--- config.mk ---
export PLATFORM = sky130hd
export DESIGN_NAME = jzjpcc_memory
export DESIGN_NICKNAME = d
export VERILOG_FILES = /design/src/rtl/jzjpcc_memory_pkg.sv /design/src/rtl/jzjpcc_loadalign.sv /design/src/rtl/jzjpcc_memory.sv
export SDC_FILE = /design/constraint.sdc
export NUM_CORES = 1
export LEC_CHECK = 0
export CAP_MARGIN = 5
export CORE_UTILIZATION = 24
export CTS_BUF_LIST = sky130_fd_sc_hd__clkbuf_4 sky130_fd_sc_hd__clkbuf_8 sky130_fd_sc_hd__clkbuf_16
export DETAILED_ROUTE_END_ITERATION = 10
export PLACE_DENSITY = 0.62
export SKIP_LAST_GASP = 1
export SLEW_MARGIN = 20
export SYNTH_ARGS = -nofsm -noshare
export SYNTH_HDL_FRONTEND = slang
export SYNTH_SLANG_ARGS = --single-unit
--- constraint.sdc ---
create_clock -name clock -period 2.39 [get_ports clock]
set_input_delay 0.3585 -clock clock [delete_from_list [all_inputs] [get_ports clock]]
set_output_delay 0.3585 -clock clock [all_outputs]
set_load 0.005 [all_outputs]
--- src/rtl/jzjpcc_memory_pkg.sv ---
// Shared types for the memory stage.
//  - mem_funct3_e : RV32I load/store funct3 encodings
//  - em_reg_t     : execute->memory pipeline register contents
//  - mw_reg_t     : memory->writeback pipeline register contents
//  - mem_fault()  : misalignment / illegal-funct3 detection
package jzjpcc_memory_pkg;

    typedef enum logic [2:0] {
        F3Byte  = 3'b000,
        F3Half  = 3'b001,
        F3Word  = 3'b010,
        F3ByteU = 3'b100,
        F3HalfU = 3'b101
    } mem_funct3_e;

    typedef struct packed {
        logic [31:0] alu_result;
        logic [31:0] rs2;
        logic [4:0]  rd_addr;
        logic        rd_we;
        logic        mem_read;
        logic        mem_write;
        logic [2:0]  funct3;
    } em_reg_t;

    typedef struct packed {
        logic [31:0] alu_result;
        logic [4:0]  rd_addr;
        logic        rd_we;
        logic        is_load;
        logic [2:0]  funct3;
        logic [1:0]  off;
    } mw_reg_t;

    localparam em_reg_t EmBubble = '0;
    localparam mw_reg_t MwBubble = '0;

    // True when the access is misaligned for its size or funct3 has no load/store meaning.
    function automatic logic mem_fault(input logic [2:0] funct3, input logic [1:0] off);
        logic fault;
        case (funct3)
            F3Byte, F3ByteU: fault = 1'b0;
            F3Half, F3HalfU: fault = off[0];
            F3Word:          fault = (off != 2'b00);
            default:         fault = 1'b1;
        endcase
        return fault;
    endfunction

endpackage

--- src/rtl/jzjpcc_loadalign.sv ---
// Combinational load alignment: selects the addressed byte/halfword of the RAM read word and
// sign- or zero-extends it according to funct3.
//  funct3_i : load funct3 (LB/LH/LW/LBU/LHU)
//  off_i    : byte offset within the word
//  word_i   : raw RAM read word
//  data_o   : extended value for rd (0 for non-load encodings)
module jzjpcc_loadalign
    import jzjpcc_memory_pkg::*;
(
    input  logic [2:0]  funct3_i,
    input  logic [1:0]  off_i,
    input  logic [31:0] word_i,
    output logic [31:0] data_o
);

    logic [7:0]  byte_sel;
    logic [15:0] half_sel;

    always_comb begin
        byte_sel = word_i[{off_i, 3'b000} +: 8];
        half_sel = off_i[1] ? word_i[31:16] : word_i[15:0];
        data_o   = '0;
        case (funct3_i)
            F3Byte:  data_o = {{24{byte_sel[7]}}, byte_sel};
            F3Half:  data_o = {{16{half_sel[15]}}, half_sel};
            F3Word:  data_o = word_i;
            F3ByteU: data_o = {24'h000000, byte_sel};
            F3HalfU: data_o = {16'h0000, half_sel};
            default: data_o = '0;
        endcase
    end

endmodule

--- src/rtl/jzjpcc_memory.sv ---
// Memory stage of the pipeline.
// Holds the execute->memory register, drives the synchronous data RAM (word address, lane-steered
// store data, byte enables, write strobe), holds the memory->writeback register and produces the
// aligned/extended writeback value.
//  clock/reset            : rising-edge clock, synchronous active-high reset
//  stall_memory           : hold E->M, inject bubble into M->W
//  flush_memory           : inject bubble into E->M (wins over stall)
//  *_execute              : instruction fields from execute
//  dm*                    : data RAM interface (read data valid one cycle after dmAddr)
//  *_memory               : memory-stage info for forwarding/hazards
//  *_writeback            : final rd write
module jzjpcc_memory
    import jzjpcc_memory_pkg::*;
#(
    parameter int unsigned RAM_A_WIDTH = 12
) (
    input  logic                   clock,
    input  logic                   reset,
    input  logic                   stall_memory,
    input  logic                   flush_memory,
    input  logic [31:0]            aluResult_execute,
    input  logic [31:0]            rs2_execute,
    input  logic [4:0]             rdAddr_execute,
    input  logic                   rdWriteEnable_execute,
    input  logic                   memRead_execute,
    input  logic                   memWrite_execute,
    input  logic [2:0]             memFunct3_execute,
    output logic [RAM_A_WIDTH-3:0] dmAddr,
    output logic [31:0]            dmWriteData,
    output logic [3:0]             dmByteEnable,
    output logic                   dmWriteEnable,
    input  logic [31:0]            dmReadData,
    output logic [31:0]            aluResult_memory,
    output logic [4:0]             rdAddr_memory,
    output logic                   rdWriteEnable_memory,
    output logic                   memFault_memory,
    output logic [31:0]            rdData_writeback,
    output logic [4:0]             rdAddr_writeback,
    output logic                   rdWriteEnable_writeback
);

    em_reg_t em_q, em_d;
    mw_reg_t mw_q, mw_d;

    logic [1:0]  off;
    logic        fault;
    logic        rd_we_mem;
    logic [31:0] store_data;
    logic [3:0]  store_be;
    logic [31:0] load_data;

    // E->M next state: flush beats stall.
    always_comb begin
        em_d = em_q;
        if (flush_memory) begin
            em_d = EmBubble;
        end else if (!stall_memory) begin
            em_d.alu_result = aluResult_execute;
            em_d.rs2        = rs2_execute;
            em_d.rd_addr    = rdAddr_execute;
            em_d.rd_we      = rdWriteEnable_execute;
            em_d.mem_read   = memRead_execute;
            em_d.mem_write  = memWrite_execute;
            em_d.funct3     = memFunct3_execute;
        end
    end

    assign off       = em_q.alu_result[1:0];
    assign fault     = (em_q.mem_read | em_q.mem_write) & mem_fault(em_q.funct3, off);
    assign rd_we_mem = em_q.rd_we & ~fault;

    // Store lane steering; size comes from funct3[1:0].
    always_comb begin
        store_data = em_q.rs2;
        store_be   = 4'b1111;
        case (em_q.funct3[1:0])
            2'b00: begin
                store_data = {4{em_q.rs2[7:0]}};
                store_be   = 4'b0001 << off;
            end
            2'b01: begin
                store_data = {2{em_q.rs2[15:0]}};
                store_be   = off[1] ? 4'b1100 : 4'b0011;
            end
            default: begin
                store_data = em_q.rs2;
                store_be   = 4'b1111;
            end
        endcase
    end

    assign dmAddr       = em_q.alu_result[RAM_A_WIDTH-1:2];
    assign dmWriteData  = store_data;
    assign dmByteEnable = em_q.mem_write ? store_be : 4'b0000;
    // A stalled store writes only once, on the cycle it is released; reset blocks the write too.
    assign dmWriteEnable = em_q.mem_write & ~fault & ~stall_memory & ~reset;

    assign aluResult_memory     = em_q.alu_result;
    assign rdAddr_memory        = em_q.rd_addr;
    assign rdWriteEnable_memory = rd_we_mem;
    assign memFault_memory      = fault;

    // M->W next state: a stall sends a bubble so the held instruction is not written back twice.
    always_comb begin
        mw_d = MwBubble;
        if (!stall_memory) begin
            mw_d.alu_result = em_q.alu_result;
            mw_d.rd_addr    = em_q.rd_addr;
            mw_d.rd_we      = rd_we_mem;
            mw_d.is_load    = em_q.mem_read & ~fault;
            mw_d.funct3     = em_q.funct3;
            mw_d.off        = off;
        end
    end

    always_ff @(posedge clock) begin
        if (reset) begin
            em_q <= EmBubble;
            mw_q <= MwBubble;
        end else begin
            em_q <= em_d;
            mw_q <= mw_d;
        end
    end

    jzjpcc_loadalign u_loadalign (
        .funct3_i (mw_q.funct3),
        .off_i    (mw_q.off),
        .word_i   (dmReadData),
        .data_o   (load_data)
    );

    assign rdData_writeback        = mw_q.is_load ? load_data : mw_q.alu_result;
    assign rdAddr_writeback        = mw_q.rd_addr;
    assign rdWriteEnable_writeback = mw_q.rd_we;

endmodule
Word-level counts from Yosys, hierarchy flattened
Cells that the tools add are included.
Word-level totals
  register bits after elaboration: 119
  bits of input ports: 111
Operators by class
  equal/unequal tests: 9
  shift-type cells: 2
  mux-type cells: 8
  bitwise operators: 10
  reduce and logical (&&, ||, !) cells: 8
Operators with widths (number)
  case mux 32 bit (5 select lines): 1
  case mux 32 bit (2 select lines): 1
  2-to-1 mux 32 bit: 1
  indexed part select 32 x 6 -> 8 bit: 1
  2-to-1 mux 16 bit: 1
  equality test 3 bit, second input constant: 4
  2-to-1 mux 4 bit: 2
  case mux 4 bit (2 select lines): 1
  OR reduction 2 bit: 4
  bitwise AND 1 bit: 6
  equality test 3 x 1 -> 1 bit, second input constant: 2
  equality test 3 x 2 -> 1 bit, second input constant: 2
  logical NOT 3 bit: 2
  left shift 1 x 2 -> 4 bit, first input constant: 1
  NOT 1 bit: 3
  case mux 1 bit (3 select lines): 1
  equality test 2 x 1 -> 1 bit, second input constant: 1
  logical NOT 2 bit: 1
  nonzero test 2 bit: 1
  OR 1 bit: 1

Logic depth before layout (Yosys ltp)
  depth in word-level cells: 8
  gate-level depth with buffers: 7
  gate-level depth less buffers: 4

Modules after synthesis
A second synthesis with hierarchy kept.
Second synthesis, totals
  cells, all modules: 599
  area, all modules: 5884.4 µm²
Modules (own cells, without submodules)
  jzjpcc_memory: instances 1, cells an instance 491, area each 5122.4 µm², seq. area each 2342.2 µm²
  jzjpcc_loadalign: instances 1, cells an instance 108, area each 762.0 µm², seq. area each 0.0 µm²

Worst setup path before layout
Ideal clock, no wire load.
  path kind: register -> output
  start point: register mw_q[13] (netlist name)
  end point: output port rdData_writeback[2]
  arrival: 1481 ps
  slack: 551 ps
  cell stages (with the launch flop): 5
  buffers on the path: 1
  cells stage by stage: dfxtp_1 clkbuf_1 mux2_2 a222oi_1 o2bb2ai_1
RTL lines
  to (decl): RTL line jzjpcc_memory.sv:37  | output logic [31:0] rdData_writeback,

Worst setup path in the final report
  start point: register mw_q[3] (netlist bit)
  end point: output port rdData_writeback[13]
On the way
  word-level cells in the longest chain between the ends: 3
RTL lines
  from (decl): RTL line jzjpcc_memory.sv:43  | mw_reg_t mw_q, mw_d;
  from (signal assigned): RTL line jzjpcc_memory.sv:119  | mw_q <= MwBubble;
  from (signal assigned): RTL line jzjpcc_memory.sv:122  | mw_q <= mw_d;
  equality test 3 bit, or another cell as far along: RTL line jzjpcc_loadalign.sv:23  | case (funct3_i)
  case mux 32 bit (5 select lines) (*): RTL line jzjpcc_loadalign.sv:23
  2-to-1 mux 32 bit (*): RTL line jzjpcc_memory.sv:133  | assign rdData_writeback = mw_q.is_load ? load_data : mw_q.alu_result;
Mark *: on every way between the ends. The rest lies on a longest branch, timed or not.

==> run_results.csv <==
group,metric,value,unit
status,run_status,"finished with violations",
status,violations,"setup timing",
finish,final_cell_mix,"clkdlybuf4s50_1 (201), dfxtp_1 (112), nor2_1 (94)",
sta,setup_tns,-2.01,ns
finish,final_common_cell,"clkdlybuf4s50_1",
grt,grtUsageMet2,24.2,%
critical_path,crit_path_cell_trace,"or3b_4, o22ai_2, buf_4, or3b_4, buf_6, o221ai_2, buf_2",
synthesis,syn_area,0.00548,mm²
critical_path,cp.arrival,2.20,ns
grt,antenna_found_initial,1,
die,core-area,0.0221,mm²
critical_path,critPathLaunchType,"register",
placed_design,port-buffer-count,234,
sta,tightestPinTransition,0.578,ns
sta,rsz0062_at_grt,"true",
routing,vias,4805,
run,drv_cap,0,
clocking,clk_pin_slew,0.05,ns
die,placementRows,54,
routing,ant_nets,0,
grt,globalRouteTotalUtil,15.1,%
synthesis,synth_seq_cells,117,
sta,maxSlewHeadroom,61.4,%
clocking,insertion_delay,0.41,ns
sta,fin_crit_sh,107,%
grt,use_met3,5.50,%
clocking,ctsHoldBuffers,0,
critical_path,critPathKind,"register to primary output",
placed_design,hpwlAfterDp,12700,µm
sta,final.min_clock_period,2.55,ns
placed_design,place.gp.congestion,0.883,
synthesis,ys_warn_count,0,
routing,viasPerCell,4.45,
synthesis,yosys.cell_types.count,35,
sta,slew_violations,0,
critical_path,end_kind,"primary output",
clocking,root_buffer,"clkbuf_16",
die,start_util,24.8,%
sta,finalWorstSetupSlack,-0.164,ns
synthesis,synth_top_area_share,42.7,%
synthesis,ys_top_cells_by_area,"dfxtp_1 (43%), mux2i_1 (16%), buf_4 (8.2%), nor2_1 (6.5%), mux2_2 (4.9%)",
clocking,tritoncts,"done",
synthesis,seq_area_frac_synth,42.7,%
finish,diodes,0,
routing,drc,0,
clocking,cts_buffers,17,
sta,clock-skew-final,0.00536,ns
critical_path,worstPathRequired,2.03,ns
sta,finalHoldViolations,0,
grt,overflow,0,
finish,nets,899,
grt,use_met1,18.9,%
routing,firstDrtPassIters,4,
critical_path,cpPeakStageDelay,0.41,ns
clocking,cts_sinks,117,
clocking,clockBufferDepth,2,
critical_path,critical-path-top-delay-family,"simple AND/OR/NAND/NOR gates",
min_path,hold_class,"register to register",
grt,grt_pass1_wl,27100,µm
power,power-per-cell-area,606,mW/mm²
synthesis,synth.largest_area_cell,"dfxtp_1",
synthesis,syn-instance-count,590,
routing,dr.first_iter.drc_count,228,
critical_path,critPathMaxFanout,4,
critical_path,crit_top_cell,"or3b_4",
grt,busiest_layer,"met2",
clocking,htreeDepth,4,
finish,n_fill_cell,2228,
die,io_pins,235,
placed_design,dp.cells,1033,
critical_path,crit_buf_inv,3,
die,die_h,153,µm
power,p_leak,3.59,nW
routing,drt-total-wl,18100,µm
finish,drive_gt1_share,18.1,%
synthesis,syn_nets,701,
synthesis,syn_avg_cell_area,9.29,µm²
finish,finalNonFillerCells,1080,
power,peakVddDrop,0.000397,V
grt,grt_max_degree,77,
critical_path,crit_slowest_cell,"or3b_4",
grt,first_global_vias,4751,
die,die_area,0.0234,mm²
die,die_w,153,µm
sta,setup_viol,21,
routing,routedWlPerCell,16.8,µm
sta,fmax,392,MHz
finish,syn_to_final_growth,58.1,%
-- what timing repair did --
action,in CTS,in global routing
endpoints found under the setup margin,45,41
cloned,2,0
buffers inserted,8,6
resized for setup,84,27
pin swaps,7,8
-- cells in the mapped netlist (all sizes together) --
cell / n
a221oi: 2
o2bb2ai: 7
or2: 2
mux2i: 87
clkbuf: 26
nand2: 14
nor3b: 4
a222oi: 5
and3: 2
buf: 74
a21oi: 16
nor3: 2
o31a: 1
o22ai: 2
o221ai: 8
a22oi: 8
o21bai: 1
mux2: 24
or3b: 2
nand3: 6
o21a: 3
nor2b: 6
o21ai: 25
nor2: 95
and2: 39
dfxtp: 117
a211oi: 1
inv: 10
or3: 1
-- stage by stage --
stage               utilization, %  cell area, µm²  hold slack, ns  total power [W]  setup WS (ns)
floorplan                        -            5480           0.418          0.00234          0.551
global placement              35.4            7820           0.434          0.00270         -0.423
detailed placement            35.4            7820           0.438          0.00270         -0.456
CTS                           38.8            8580           0.445          0.00533         -0.219
global route                  39.2            8660           0.487          0.00548         -0.226
finish                        39.2            8660           0.444          0.00525         -0.164
-- layout make-up --
class                      count  area, µm²  share of cell area (%)
multi-input combinational    363       2640                    30.4
inverter                      10       37.5                   0.433
sequential                   117       2350                    27.1
clock inverter                13        159                    1.83
clock buffer                  18        433                    5.00
timing repair buffer         279       2700                    31.2
tap                          280        350                    4.04
-- report_power, final --
group / switching, W / leakage [nW] / internal (W)
Sequential: 0.0000396 / 0.953 / 0.00200
Combinational: 0.000236 / 2.37 / 0.000390
Clock: 0.000943 / 0.274 / 0.00164
-- layer usage --
layer	routed length, µm	up-vias
met4	274	2
li1	-	2355
met5	11	-
met1	8310	2216
met2	8080	208
met3	1410	24
-- flip-flops by register name, indices dropped and copies added, names as in the netlist --
name                     count
aluResult_memory            32
mw_q                        36
rdAddr_writeback             5
rdWriteEnable_writeback      1
em_q                        38
rdAddr_memory                5
-- path summary, 6_finish.rpt --
| path | depth (start not counted) | slack [ns] | endpoint | startpoint |
|---|---|---|---|---|
| setup / recovery | 7 | -0.16 | rdData_writeback[13] | mw_q[3] |
| hold / removal | 2 | 0.44 | rdWriteEnable_writeback | em_q[5] |
| setup reg to reg | 4 | 1.26 | rdWriteEnable_writeback | em_q[1] |
| hold reg to reg | 2 | 0.44 | rdWriteEnable_writeback | em_q[5] |
-- worst register-to-register path, cell delays in order (launching register included) --
cell     delay, ns
dfxtp_2       0.44
o31a_1        0.19
o22ai_2       0.08
nor2_1        0.23
nor2_1        0.08
-- kinds of logic after synthesis --
| group | after synthesis | share of synthesized area, % |
|---|---|---|
| AND/OR/NAND/NOR | 173 | 14.9 |
| multiplexers | 111 | 20.8 |
| buffers and inverters | 110 | 11.9 |
| flip-flops | 117 | 42.7 |
| AO/OA/AOI/OAI | 79 | 9.66 |
Note: power is estimated with default switching activity, not from simulation.
